==> src/rtl/mips_pkg.sv <==
// Shared constants and types for the mips instruction-fetch stage.
package mips_pkg;

   localparam logic [31:0] NOP_INSTR   = 32'h0000_0000;
   localparam int          PC_STEP     = 4;
   localparam int          COUNT_WIDTH = 32;

   // IF/ID occupancy; the encoding is exactly the if_valid bit.
   typedef enum logic {
      EMPTY = 1'b0,
      FULL  = 1'b1
   } fetch_state_e;

endpackage : mips_pkg

==> src/rtl/mips_pcgen.sv <==
// PC register with next-PC selection (redirect > stall > sequential step).
// Redirect targets are forced onto a word boundary.
module mips_pcgen
   import mips_pkg::*;
#(
   parameter int                        INST_BUS_WIDTH = 17,
   parameter logic [INST_BUS_WIDTH-1:0] RESET_PC       = '0
) (
   input  logic                      clk_i,
   input  logic                      rst_n_i,
   input  logic                      stall_i,
   input  logic                      redirect_i,
   input  logic [INST_BUS_WIDTH-1:0] redirect_pc_i,
   output logic [INST_BUS_WIDTH-1:0] pc_o,
   output logic [INST_BUS_WIDTH-1:0] pc4_o
);

   localparam logic [INST_BUS_WIDTH-1:0] ALIGN_MASK = INST_BUS_WIDTH'(3);
   localparam logic [INST_BUS_WIDTH-1:0] PC_RESET   = RESET_PC & ~ALIGN_MASK;

   logic [INST_BUS_WIDTH-1:0] pc_q;
   logic [INST_BUS_WIDTH-1:0] pc_d;

   // Natural truncation gives the 1FFFC -> 00000 wrap.
   assign pc4_o = pc_q + INST_BUS_WIDTH'(PC_STEP);
   assign pc_o  = pc_q;

   always_comb begin
      pc_d = pc_q;
      if (redirect_i) begin
         pc_d = redirect_pc_i & ~ALIGN_MASK;
      end else if (!stall_i) begin
         pc_d = pc4_o;
      end
   end

   always_ff @(posedge clk_i or negedge rst_n_i) begin
      if (!rst_n_i) begin
         pc_q <= PC_RESET;
      end else begin
         pc_q <= pc_d;
      end
   end

endmodule : mips_pcgen

==> src/rtl/mips_ifetch.sv <==
// Instruction-fetch stage: drives instrom from the PC and captures the IF/ID register.
//   state | meaning
//   EMPTY | IF/ID holds a NOP bubble (after reset or a redirect flush)
//   FULL  | IF/ID holds the word fetched from if_pc
module mips_ifetch
   import mips_pkg::*;
#(
   parameter int                        DATA_WIDTH     = 32,
   parameter int                        INST_BUS_WIDTH = 17,
   parameter logic [INST_BUS_WIDTH-1:0] RESET_PC       = '0
) (
   input  logic                      clk_i,
   input  logic                      reset_n_i,
   input  logic [DATA_WIDTH-1:0]     imemrd_i,
   input  logic                      stall_i,
   input  logic                      redirect_i,
   input  logic [INST_BUS_WIDTH-1:0] redirect_pc_i,
   output logic [INST_BUS_WIDTH-1:0] iadr_o,
   output logic [DATA_WIDTH-1:0]     if_instr_o,
   output logic [INST_BUS_WIDTH-1:0] if_pc_o,
   output logic [INST_BUS_WIDTH-1:0] if_pc4_o,
   output logic                      if_valid_o,
   output logic [COUNT_WIDTH-1:0]    fetch_count_o
);

   localparam logic [DATA_WIDTH-1:0] NOP = DATA_WIDTH'(NOP_INSTR);

   logic [INST_BUS_WIDTH-1:0] pc;
   logic [INST_BUS_WIDTH-1:0] pc4;

   fetch_state_e              state_q,  state_d;
   logic [DATA_WIDTH-1:0]     instr_q,  instr_d;
   logic [INST_BUS_WIDTH-1:0] ifpc_q,   ifpc_d;
   logic [INST_BUS_WIDTH-1:0] ifpc4_q,  ifpc4_d;
   logic [COUNT_WIDTH-1:0]    count_q,  count_d;

   mips_pcgen #(
      .INST_BUS_WIDTH (INST_BUS_WIDTH),
      .RESET_PC       (RESET_PC)
   ) u_pcgen (
      .clk_i         (clk_i),
      .rst_n_i       (reset_n_i),
      .stall_i       (stall_i),
      .redirect_i    (redirect_i),
      .redirect_pc_i (redirect_pc_i),
      .pc_o          (pc),
      .pc4_o         (pc4)
   );

   // A flush leaves if_pc/if_pc4 pointing at the last real fetch.
   always_comb begin
      state_d = state_q;
      instr_d = instr_q;
      ifpc_d  = ifpc_q;
      ifpc4_d = ifpc4_q;
      count_d = count_q;
      if (redirect_i) begin
         state_d = EMPTY;
         instr_d = NOP;
      end else if (!stall_i) begin
         state_d = FULL;
         instr_d = imemrd_i;
         ifpc_d  = pc;
         ifpc4_d = pc4;
         if (count_q != '1) begin
            count_d = count_q + COUNT_WIDTH'(1);
         end
      end
   end

   always_ff @(posedge clk_i or negedge reset_n_i) begin
      if (!reset_n_i) begin
         state_q <= EMPTY;
         instr_q <= NOP;
         ifpc_q  <= '0;
         ifpc4_q <= '0;
         count_q <= '0;
      end else begin
         state_q <= state_d;
         instr_q <= instr_d;
         ifpc_q  <= ifpc_d;
         ifpc4_q <= ifpc4_d;
         count_q <= count_d;
      end
   end

   assign iadr_o        = pc;
   assign if_instr_o    = instr_q;
   assign if_pc_o       = ifpc_q;
   assign if_pc4_o      = ifpc4_q;
   assign if_valid_o    = (state_q == FULL);
   assign fetch_count_o = count_q;

endmodule : mips_ifetch

==> config.mk <==
export PLATFORM = sky130hd
export DESIGN_NAME = mips_ifetch
export DESIGN_NICKNAME = d
export VERILOG_FILES = /design/src/rtl/mips_pkg.sv /design/src/rtl/mips_pcgen.sv /design/src/rtl/mips_ifetch.sv
export SDC_FILE = /design/constraint.sdc
export NUM_CORES = 1
export LEC_CHECK = 0
export ABC_AREA = 1
export CORE_ASPECT_RATIO = 0.6
export CORE_UTILIZATION = 45
export CTS_BUF_LIST = sky130_fd_sc_hd__clkbuf_4 sky130_fd_sc_hd__clkbuf_8
export CTS_CLUSTER_SIZE = 8
export DETAILED_ROUTE_END_ITERATION = 12
export PLACE_DENSITY_LB_ADDON = 0.08
export SYNTH_ARGS = -nofsm -noshare
export SYNTH_HDL_FRONTEND = slang
export SYNTH_SLANG_ARGS = --single-unit
export TNS_END_PERCENT = 30
==> constraint.sdc <==
create_clock -name clk_i -period 2.61 [get_ports clk_i]
set_input_delay 0.783 -clock clk_i [delete_from_list [all_inputs] [get_ports clk_i]]
set_output_delay 0.783 -clock clk_i [all_outputs]
set_load 0.05 [all_outputs]
==> reports/metrics.yaml <==
post-place-cells: 973
ctsResizeCount: 0
post_route_hold_slack_ns: 0.371
final_design_instance_area_without_fill_um2: 7320
floorplan.core_area_um2: 11500
crit_path_start_kind: "register"
post_layout_nonfiller_instances: 989
worstPathBufferInverterCount: 1
syn_area_per_cell_um2: 8.07
finalSetupViolCount: 0
synth-xor-area-share_pct: 2.28
timing.critical_path.to_type: "output pin"
synth_simple_gate_area_share_pct: 30.1
die_area_um2: 12400
period_minus_slack_ns: 2.50
power.share.switching_pct: 36.8
power.static_leakage_nw: 3.39
synth_compound_area_share_pct: 9.02
layout_common_cells: "nand2_1, clkdlybuf4s50_1, dfrtp_1, nor2_1, inv_1"
drt-vias-per-instance: 5.07
rsz0062_at_grt: "false"
share_of_layout_cells_above_drive_strength_1_pct: 5.19
buffer_ports.inserted: 160
num_io_pins: 169
number_of_antenna_violations_at_the_first_check_in_global_routing: 0
slowest_delay_ns: 0.86
pwr_density_cell_nw_per_um2: 606
worst_pin_slew_ns: 0.549
worst_ep_arrival_time_ns: 1.72
cts_num_sinks: 110
remaining_drc_errors: 0
areaGrowthSynthToFinish_pct: 36.1
clockBufferDepth: 2
clockPowerShare_pct: 25.0
netSwitchingPower_mw: 1.63
postPlaceCellArea_um2: 7110
pwr-share-comb_pct: 30.0
main_combinational_cell_family_by_area_after_synthesis: "simple AND/OR/NAND/NOR gates"
synthesis.area_um2: 5380
nNetsFinal: 879
crit_path_cell_trace: "clkdlybuf4s50_1"
timing.fmax_mhz: 400
gp_congestion: 0.944
timing.max_slew.rel_slack_pct: 63.3
number_of_synthesized_register_bits: 110
wire_per_inst_um: 15.5
clock_insertion_delay_worst_skew_ns: 0.37
route.vias.total: 5017
clock_tree_from_tritoncts: "yes"
globalRoute.totalOverflow: 0
grt_util_all_layers_pct: 25.9
yosys.cell_types.count: 30
slowest_stage: "clkdlybuf4s50_1"
die_y_um: 86.7
clk_transition_reported_paths_ns: 0.11
first_pass_grt_wire_length_mm: 24.5
crit_required_ns: 1.83
post-route-period-util_pct: 95.9
filler_cell_count: 998
placementRows: 30
vdd_ir_drop_max_uv: 277
final_common_cell: "nand2_1"
setup_total_negative_slack_ns: 0
num_antenna_cells: 0
fin_total_pwr_mw: 4.44
die_x_um: 143
run_status: "finished, final reports clean"
postRouteWirelength_mm: 15.3
cell_internal_pwr_mw: 2.80
grt_max_degree: 47
dp.final_hpwl_mm: 11.4
worst_path_dominant_cell_family: "buffers and inverters"
detail_route.first_pass.iterations: 5
seq_area_frac_synth_pct: 51.2
worst-path-max-fanout: 7
hp-class: "in2async"
via_count_of_the_first_global_routing_pass: 4611
synth_adder_area_share_pct: 0.465
yosysWarnings: 0
cts_buffers: 9
timing.final.max_slew_violations: 0
synth_mux_area_share_pct: 0
syn_inst: 667
max_cap_violations: 0
finClkSkew_ns: 0.00730
power.sequential.fraction_pct: 45.0
timing.final.hold_violations: 0
clock_tree.htree_level_count: 3
start_util_pct: 46.8
cts_root_buf: "clkbuf_8"
critPathKind: "reg2out"
postCtsSetupBuffers: 0
detail-route-antenna-nets: 0
hold_buf_count_cts: 0
number_of_drc_violations_after_detailed_routing_iteration_0: 368
-- per-layer routing --
metal,track usage (%),routed length (µm),vias up
li1,-,-,2418
met1,40.1,7530,2365
met2,36.5,6350,224
met3,6.13,1340,10
met4,5.08,123,0
met5,0,0,-
-- flip-flops by register name (all words and copies together), names as in the netlist --
name           flops
if_pc_o           15
if_valid_o         1
fetch_count_o     32
u_pcgen.pc_o      15
if_instr_o        32
if_pc4_o          15
-- final timing paths --
path / slack, ns / cells past startpoint / end / from
max reg2reg: 0.63 / 10 / fetch_count_o[28]$_DFFE_PN0P_ / fetch_count_o[0]$_DFFE_PN0P_
min: 0.37 / 1 / if_instr_o[9]$_DFFE_PN0N_ / reset_n_i
max in group asynchronous: 1.45 / 2 / if_instr_o[6]$_DFFE_PN0N_ / reset_n_i
min reg2reg: 0.49 / 2 / if_pc4_o[3]$_DFFE_PN0P_ / if_pc4_o[3]$_DFFE_PN0P_
max: 0.11 / 1 / fetch_count_o[28] / fetch_count_o[28]$_DFFE_PN0P_
min in group clk_i: 0.49 / 2 / if_pc4_o[3]$_DFFE_PN0P_ / if_pc4_o[3]$_DFFE_PN0P_
-- cell usage after synthesis, drive strengths merged --
| library cell | number | area [µm²] |
|---|---|---|
| buf | 19 | 145 |
| a22o | 32 | 280 |
| dfrtp | 110 | 2750 |
| or2 | 1 | 6.26 |
| xor2 | 7 | 61.3 |
| nor3 | 3 | 15.0 |
| nand4 | 9 | 56.3 |
| ha | 2 | 25.0 |
| nand3 | 33 | 165 |
| a21oi | 3 | 15.0 |
| xnor2 | 7 | 61.3 |
| o21ai | 26 | 130 |
| conb | 1 | 3.75 |
| nor2 | 70 | 307 |
| clkbuf | 9 | 33.8 |
| o211ai | 8 | 60.1 |
| inv | 50 | 193 |
| nand2 | 277 | 1070 |
-- power groups by stage --
stage | logic, mW | registers [mW] | clock network, mW
2_1_floorplan | 0.292 | 2.55 | 0
3_5_place_dp | 1.34 | 2.03 | 0
6_report | 1.33 | 2.00 | 1.11
4_1_cts | 1.34 | 2.00 | 1.13
3_3_place_gp | 1.32 | 2.02 | 0
5_1_grt | 1.41 | 2.02 | 1.20
-- final cells by class --
type / instances / area (µm²) / area share [%]
sequential: 110 / 2750 / 37.6
multi-input combinational: 484 / 2280 / 31.2
timing repair buffer: 169 / 1680 / 22.9
tap: 160 / 200 / 2.73
inverter: 50 / 193 / 2.63
clock buffer: 11 / 151 / 2.07
clock inverter: 5 / 63.8 / 0.871
-- kinds of logic after synthesis --
| family | Yosys count |
|---|---|
| adder cells (fa/ha/maj) | 2 |
| flip-flops | 110 |
| AO/OA/AOI/OAI | 69 |
| AND/OR/NAND/NOR | 393 |
| other | 1 |
| XOR/XNOR | 14 |
| buffers and inverters | 78 |
-- per-stage QoR --
step,utilization [%],setup slack [ns]
global placement,61.9,0.327
detailed placement,61.9,0.295
CTS,63.7,0.0888
finish,63.7,0.108
floorplan,-,0.631
global route,63.7,0.0196
Note: power is estimated with default switching activity, not from simulation.
